==> src/rtl/mem_port_scheduler.sv <==
// Two-requester front end for a 2R/2W RAM: A on port 1, B on port 2, round-robin on write collisions.
// Optional read-during-write forwarding is enabled by defining MEM_SCHED_FWD_EN.
module mem_port_scheduler #(
    parameter int DATA_W = 32,
    parameter int ADDR_W = 17
) (
    input  logic              clk,
    input  logic              reset,

    input  logic              a_req_valid,
    output logic              a_req_ready,
    input  logic              a_req_we,
    input  logic [ADDR_W-1:0] a_req_addr,
    input  logic [DATA_W-1:0] a_req_wdata,
    output logic              a_rsp_valid,
    output logic [DATA_W-1:0] a_rsp_rdata,

    input  logic              b_req_valid,
    output logic              b_req_ready,
    input  logic              b_req_we,
    input  logic [ADDR_W-1:0] b_req_addr,
    input  logic [DATA_W-1:0] b_req_wdata,
    output logic              b_rsp_valid,
    output logic [DATA_W-1:0] b_rsp_rdata,

    output logic              en_w1_n,
    output logic [ADDR_W-1:0] addr_w1,
    output logic [DATA_W-1:0] data_w1,
    output logic              en_r1_n,
    output logic [ADDR_W-1:0] addr_r1,
    input  logic [DATA_W-1:0] data_r1,

    output logic              en_w2_n,
    output logic [ADDR_W-1:0] addr_w2,
    output logic [DATA_W-1:0] data_w2,
    output logic              en_r2_n,
    output logic [ADDR_W-1:0] addr_r2,
    input  logic [DATA_W-1:0] data_r2,

    output logic [15:0]       conflict_cnt,
    output logic              idle
);

    logic              prio;    // 0: A wins the next collision, 1: B wins
    logic              collision;
    logic              a_wr_go, a_rd_go, b_wr_go, b_rd_go;
    logic [DATA_W-1:0] a_rd_data, b_rd_data;

    assign collision = a_req_valid & a_req_we & b_req_valid & b_req_we
                       & (a_req_addr == b_req_addr);

    assign a_req_ready = !reset & (!collision | !prio);
    assign b_req_ready = !reset & (!collision |  prio);

    assign a_wr_go = a_req_valid &  a_req_we & a_req_ready;
    assign a_rd_go = a_req_valid & !a_req_we & a_req_ready;
    assign b_wr_go = b_req_valid &  b_req_we & b_req_ready;
    assign b_rd_go = b_req_valid & !b_req_we & b_req_ready;

    assign en_w1_n = !a_wr_go;
    assign en_r1_n = !a_rd_go;
    assign addr_w1 = a_req_addr;
    assign addr_r1 = a_req_addr;
    assign data_w1 = a_req_wdata;

    assign en_w2_n = !b_wr_go;
    assign en_r2_n = !b_rd_go;
    assign addr_w2 = b_req_addr;
    assign addr_r2 = b_req_addr;
    assign data_w2 = b_req_wdata;

`ifdef MEM_SCHED_FWD_EN
    // A read racing the other port's write to the same word returns the new data.
    assign a_rd_data = (b_wr_go && (b_req_addr == a_req_addr)) ? b_req_wdata : data_r1;
    assign b_rd_data = (a_wr_go && (a_req_addr == b_req_addr)) ? a_req_wdata : data_r2;
`else
    assign a_rd_data = data_r1;
    assign b_rd_data = data_r2;
`endif

    always_ff @(posedge clk or posedge reset) begin
        if (reset) begin
            prio         <= 1'b0;
            conflict_cnt <= '0;
            a_rsp_valid  <= 1'b0;
            b_rsp_valid  <= 1'b0;
            a_rsp_rdata  <= '0;
            b_rsp_rdata  <= '0;
        end else begin
            a_rsp_valid <= a_rd_go;
            b_rsp_valid <= b_rd_go;
            if (a_rd_go) a_rsp_rdata <= a_rd_data;
            if (b_rd_go) b_rsp_rdata <= b_rd_data;
            if (collision) begin
                prio <= ~prio;
                if (conflict_cnt != 16'hFFFF) conflict_cnt <= conflict_cnt + 16'd1;
            end
        end
    end

    assign idle = !a_req_valid & !b_req_valid & !a_rsp_valid & !b_rsp_valid;

endmodule

==> config.mk <==
export PLATFORM = sky130hd
export DESIGN_NAME = mem_port_scheduler
export DESIGN_NICKNAME = d
export VERILOG_FILES = /design/src/rtl/mem_port_scheduler.sv
export SDC_FILE = /design/constraint.sdc
export NUM_CORES = 1
export LEC_CHECK = 0
export CAP_MARGIN = 0
export CELL_PAD_IN_SITES_DETAIL_PLACEMENT = 1
export CELL_PAD_IN_SITES_GLOBAL_PLACEMENT = 2
export CORE_ASPECT_RATIO = 0.75
export CORE_MARGIN = 3
export CORE_UTILIZATION = 15
export DETAILED_ROUTE_END_ITERATION = 10
export PLACE_DENSITY = 0.86
export SLEW_MARGIN = 15
export SYNTH_ARGS = -nofsm -noshare
export SYNTH_HDL_FRONTEND = slang
export SYNTH_SLANG_ARGS = --single-unit
==> constraint.sdc <==
create_clock -name clk -period 2.38 [get_ports clk]
set_clock_uncertainty 0.05 [all_clocks]
set_input_delay 0.238 -clock clk [delete_from_list [all_inputs] [get_ports clk]]
set_output_delay 0.238 -clock clk [all_outputs]
set_load 0.01 [all_outputs]
Word level (Yosys, flattened, before mapping). Cells that the tools add are included.

Eq/ne operators: 2. Reductions and logical operators: 14. Add/sub/neg operators: 1. Bitwise operators: 19.

Operators with widths (number): $eq A17 B17 Y1 (1); $add A16 B1 Y16 const B (1); $and A1 B1 Y1 (16); $ne A16 B16 Y1 const B (1); $logic_not A1 Y1 (13); $or A1 B1 Y1 (2); $reduce_and A2 Y1 (1); $not A1 Y1 (1).

Logic and storage cells: 42. Output and inout bits: 221. Input bits: 168. Register bits: 83.

Depth between registers and ports, before layout. Gate-level depths: netlist (run 1).

Depth after elaboration: 9. Mapped depth: 8. Depth with buffers taken out: 6.

Least setup slack after synthesis (run 1). No wires, ideal clock.

Path kind: in2out. Start point: in reset. End point: out en_w1_n. Path buffers: 0. Arrival: 2380 ps. Data required time: 2092 ps. Slack: -288 ps. Stages on the path: 2. Cells stage by stage: inv_1 -> nand4_1.

Longest elaborated chain between the ends: 4.

Ends and longest elaborated chain: from (decl) (RTL line 8) `input logic reset,`; $logic_not A1 Y1 (no line); $and A1 B1 Y1 (RTL line 52) `assign a_req_ready = !reset & (!collision | !prio);`; $and A1 B1 Y1 (RTL line 55) `assign a_wr_go = a_req_valid & a_req_we & a_req_ready;`; $logic_not A1 Y1 (RTL line 60) `assign en_w1_n = !a_wr_go;`; to (decl) (RTL line 26) `output logic en_w1_n,`.

No other way between the ends.

Final worst setup path (run 1).
Start point: in b_req_addr[0]. End point: out b_req_ready.

Longest elaborated chain between the ends: 5.

Ends and longest elaborated chain: from (decl) (RTL line 21) `input logic [ADDR_W-1:0] b_req_addr,`; $eq A17 B17 Y1 (RTL line 50) `& (a_req_addr == b_req_addr);`; $and A1 B1 Y1 (RTL line 50); $logic_not A1 Y1 (RTL line 53) `assign b_req_ready = !reset & (!collision | prio);`; $or A1 B1 Y1 (RTL line 53); $and A1 B1 Y1 (RTL line 53); to (decl) (RTL line 19) `output logic b_req_ready,`.

No other way between the ends.

==> results.cfg, run 1 <==
[layout]
layout_commonest_cell = clkdlybuf4s50_1
fin_nets = 708
multi_input_area_sq_mm = 0.00143
diodes = 0
final_area_sq_mm = 0.00723
final_cell_mix = clkdlybuf4s50_1, dfrtp_1, mux2_2
area_growth_pct = 61.4
drive_gt1_share_pct = 26.9
fillers = 3291
register_area_sq_mm = 0.00208

[global_route]
grt_pass1_vias = 3475
met2_usage_pct = 14.4
grt_max_degree = 66
grt_use_met3_pct = 5.07
busiest_layer = met2
grt_pass1_wl_mm = 21.3
antenna_found_initial = 1
grt_usage_pct = 8.79
grt_remaining_overflow = 0
use_met1_pct = 10.0

[synthesis]
synth.avg_cell_area_sq_um = 12.0
ys_ff_latch = 83
seq_area_frac_synth_pct = 46.4
synth.distinct_cells = 26
yosys_warnings = 0
synth-edff-count = 0
synth_area_sq_mm = 0.00448
ys.flop_type = dfrtp_1
synthArstFlopShare_pct = 100
syn_inst = 372
synth_fp_nets = 541

[clocking]
clock_sinks = 83
cts_hold_buf = 0
cts_buffer_depth = 2
h-tree-depth = 3
numCtsBuffers = 9
cts-root-buf = clkbuf_16
clk_latency_ns = 0.34
tritoncts = done

[worst_setup_path]
crit_path_start_kind = input port
required_ns = 2.09
r2r_end = conflict_cnt[1]$_DFFE_PP0P_
r2r_start = conflict_cnt[4]$_DFFE_PP0P_
cp_cell_sequence = clkdlybuf4s50_1 > xor2_1 > nor4_2 > nand3_2 > or3_4 > and2_4 > buf_4
crit_start = b_req_addr[0]
critPathSlowestCell = clkdlybuf4s50_1
r2r_cells = 6
crit_buf_inv = 2
reg2reg_slack_ns = 0.40
worstSetupPathType = input port to output port
endpoint_kind = output port
cpPeakStageDelay_ns = 0.44
cp_data_arrival_time_ns = 1.96
worstPathMaxFanout = 3
path_delay_family = simple AND/OR/NAND/NOR gates

[route]
drc = 0
wire_per_inst_um = 15.7
final_antenna_net_count = 0
via_count = 3195
wl_mm = 14.6
drtPass1Iterations = 5
drt-initial-drc-count = 98
via_per_inst = 3.42

[timing]
setup_viol = 0
timing.final.hold_violations = 0
hold_slack_ns = 0.426
finalSetupTns_ns = 0
max_freq_ghz = 0.445
maxSlewViolCount = 0
rsz0062_at_grt = false
worst_pin_slew_ns = 0.906
finalCritPeriodShare_pct = 94.4
maxSlewHeadroom_pct = 39.6
layout_min_cycle_time_ns = 2.25

[power]
irDropWorstVdd_uv = 396
powerDensity_mw_per_mm2 = 610
p_total_mw = 4.41
p_leak_nw = 3.05

[die]
die_w_um = 206
fp.coreArea_sq_mm = 0.0293
die_area_sq_mm = 0.0320
initial_core_util_pct = 15.3
rows = 54
ios = 389
chipHeight_um = 156

[hold_path]
hp-start = a_req_wdata[11]
hold_depth = 0
holdPathEnd = data_w1[11]
hp-class = input port to output port

[placed_design]
hpwlAfterDp_mm = 11.9
dpl-instance-area_sq_mm = 0.00686
io_buffers = 260
place_congestion = 0.700

[run_status]
status = complete, no violations

[job]
cap_viol_max_count = 0
-- flip-flops by register name (all words and copies together) (netlist names) --
register,cells
prio,1
a_rsp_valid,1
conflict_cnt,16
a_rsp_rdata,32
b_rsp_valid,1
b_rsp_rdata,32
-- stage by stage --
stage	cells	utilization, %	setup slack, ns
detailed placement	920	23.4	-0.784
global placement	920	23.4	-0.785
global route	935	24.7	0.00702
CTS	935	24.5	0.00649
floorplan	372	-	0.203
finish	935	24.7	0.134
-- power by group --
part,switching [mW],total (mW),leakage [nW],internal [mW]
clock,0.567,1.43,0.144,0.863
sequential,0.106,1.73,1.02,1.62
combinational,0.451,1.25,1.89,0.800
-- cell usage after synthesis, types with 3 or more instances --
master    number  area share (%)
and3_1         5            0.70
clkbuf_1       8            0.67
nand4_1        9             1.3
xnor2_1       16             3.1
inv_1          3            0.25
mux2_2        67              17
nor4_2         3            0.84
nand3_1        7            0.78
nand2_1        6            0.50
dfrtp_1       83              46
xor2_1        14             2.7
buf_4        132              22
-- logic make-up after synthesis --
group | Yosys count | synth area share, %
muxes | 67 | 16.8
AOI/OAI and AO/OA | 2 | 0.223
buffers and inverters | 144 | 23.3
adders and majority gates | 1 | 0.279
and+or+nand+nor | 45 | 7.10
DFF | 83 | 46.4
xor gates and xnor gates | 30 | 5.87
-- metal layers --
layer | wire (um) | vias to the layer above | part of all wire (%)
met2 | 7160 | 159 | 49
li1 | - | 1444 | -
met3 | 1510 | 16 | 10
met5 | 7 | - | 0.048
met4 | 136 | 2 | 0.93
met1 | 5830 | 1574 | 40
-- final cells by class --
type                    count  share of cell area, %
inverters                   3                  0.208
clock buffers              11                   3.50
well taps                 392                   6.78
flip-flops and latches     83                   28.7
clock inverters             4                  0.692
multi-input cells         145                   19.7
repair buffers            297                   40.3
-- worst max path at each step --
stage                       end  slack, ns  cells after the start
global route        b_req_ready      0.007                      7
finish              b_req_ready       0.13                      7
detailed placement  b_req_ready      -0.78                      8
global placement    b_req_ready      -0.79                      8
CTS                 b_req_ready      0.006                      7
floorplan               en_w1_n       0.20                      2
-- timing repair --
item	in CTS	in global routing
pin swaps	8	12
gates resized for setup	40	31
endpoints found under the setup margin	5	4
buffers inserted	0	0
(Power assumes the default switching activity.)
==> run 2, diff against run 1 <==
- CORE_UTILIZATION: 15 -> 17
- PLACE_DENSITY: 0.86 -> not set
- PLACE_DENSITY_LB_ADDON: not set -> 0.1
- clock period: 2.38 -> 2.3 ns (I/O delays scaled with it)
==> results.cfg, run 2 (same netlist as run 1, synthesis figures left out) <==
[run_status]
status = complete, no violations

[placed_design]
place_congestion = 0.713
io_buffers = 260
dp.cells = 865
hpwlAfterDp_mm = 11.9

[global_route]
grt_pass1_wl_mm = 22.7
grt_max_degree = 61
busiest_layer = met2
grt_use_met3_pct = 7.82
met2_usage_pct = 16.6
grt_remaining_overflow = 0
antenna_found_initial = 2
grt_usage_pct = 10.4
use_met1_pct = 10.9
grt_pass1_vias = 3677

[die]
chipHeight_um = 147
rows = 50
ios = 389
initial_core_util_pct = 17.6
fp.coreArea_sq_mm = 0.0254
die_w_um = 193
die_area_sq_mm = 0.0283

[clocking]
numCtsBuffers = 9
cts_setup_buffers = 0
clk_pin_slew_ns = 0.06
clk_latency_ns = 0.34
clock_sinks = 83
h-tree-depth = 3
tritoncts = done
cts_buffer_depth = 2
cts-root-buf = clkbuf_16

[timing]
maxSlewViolCount = 0
finalCritPeriodShare_pct = 94.9
rsz0062_at_grt = false
maxSlewHeadroom_pct = 44.5
layout_min_cycle_time_ns = 2.18
max_freq_ghz = 0.458
setup_viol = 0
timing.final.hold_violations = 0
worst_pin_slew_ns = 0.833

[route]
drc = 0
drtPass1Iterations = 3
via_count = 3210
final_antenna_net_count = 0
via_per_inst = 3.65
wire_per_inst_um = 16.8
drt-initial-drc-count = 48
wl_mm = 14.8

[layout]
area_growth_pct = 57.8
top_regs = a_rsp_rdata: 32 flops, b_rsp_rdata: 32 flops, conflict_cnt: 16 flops
fillers = 2820
fin_nets = 707
layout_commonest_cell = clkdlybuf4s50_1
diodes = 0
drive_gt1_share_pct = 25.1
final_cell_mix = clkdlybuf4s50_1, dfrtp_1, mux2_2
final_cells = 879
register_area_sq_mm = 0.00208
multi_input_area_sq_mm = 0.00140

[job]
cap_viol_max_count = 0

[hold_path]
hp-class = input port to asynchronous set/reset pin

[power]
powerDensity_mw_per_mm2 = 622
p_total_mw = 4.39
irDropWorstVdd_uv = 297
p_leak_nw = 2.95

[worst_setup_path]
endpoint_kind = output port
r2r_start = conflict_cnt[5]$_DFFE_PP0P_
reg2reg_slack_ns = 0.28
crit_path_start_kind = input port
required_ns = 2.02
r2r_cells = 6
r2r_end = conflict_cnt[1]$_DFFE_PP0P_
worstSetupPathType = input port to output port
worstPathMaxFanout = 3
cp_data_arrival_time_ns = 1.90
[run 2: changes by cell type in the layout (fill, tap and decap cells not counted), moves of 2 or more]
| cell | before | now |
|---|---|---|
| dlygate4sd2_1 | 6 | 17 |
| dlymetal6s2s_1 | 20 | 13 |
| xnor2_1 | 12 | 16 |
| xnor2_2 | 4 | 0 |
| buf_4 | 36 | 33 |
| buf_6 | 0 | 2 |
| clkbuf_2 | 3 | 1 |
| clkbuf_8 | 2 | 0 |
| clkdlybuf4s15_1 | 3 | 1 |
[run 2: area by class of cell]
class                      count  share of cell area (%)
timing repair buffer         296                    41.0
sequential                    83                    29.4
multi-input combinational    145                    19.8
tap                          338                    5.99
clock buffer                   9                    3.19
clock inverter                 5                   0.461
inverter                       3                   0.213
[run 2: how the worst max path moves through the flow]
stage                     slack, ns  depth (start not counted)      startpoint     endpoint
after floorplan                0.14                          2           reset      en_w1_n
after global placement        -0.56                          7  a_req_addr[13]      en_w2_n
after detailed placement      -0.54                          8   b_req_addr[0]      en_w2_n
after CTS                      0.01                         10  a_req_addr[11]      en_w1_n
after global routing           0.01                          7   b_req_addr[6]  b_req_ready
final                          0.12                          6   b_req_addr[3]  b_req_ready
[run 2: critical path, cell delays in order]
cell             delay [ns]
clkdlybuf4s50_1        0.46
xor2_1                 0.18
or3_4                  0.37
or3_4                  0.35
and2_1                 0.17
buf_2                  0.14
[run 2: repair_timing]
action                                  in CTS  in global routing
pin swaps                                    6                  5
hold buffers                                 0                  0
endpoints found under the setup margin       4                  4
gates resized for setup                     38                 21
[run 2: metrics by stage]
step / TNS (ns) / util [%] / hold slack [ns] / area (sq um) / setup WS [ns]
after floorplan: 0 / - / 0.332 / 4480 / 0.139
after global placement: -3.98 / 26.7 / 0.410 / 6780 / -0.556
after detailed placement: -3.99 / 26.7 / 0.410 / 6780 / -0.538
after CTS: 0 / 27.7 / 0.359 / 7020 / 0.0145
after global routing: 0 / 27.8 / 0.393 / 7060 / 0.0147
final: 0 / 27.8 / 0.359 / 7060 / 0.117
[run 2: where the power goes]
group	switching (mW)	leakage [nW]	internal (mW)	total (mW)
registers	0.113	1.02	1.68	1.79
clock network	0.607	0.119	0.715	1.32
logic	0.466	1.81	0.818	1.28
total	1.19	2.95	3.21	4.39
[run 2: per-layer routing]
| layer | up-vias | part of all wire (%) |
|---|---|---|
| li1 | 1450 | - |
| met3 | 25 | 14 |
| met4 | 4 | 1.2 |
| met1 | 1571 | 38 |
| met5 | - | 0.14 |
| met2 | 160 | 47 |
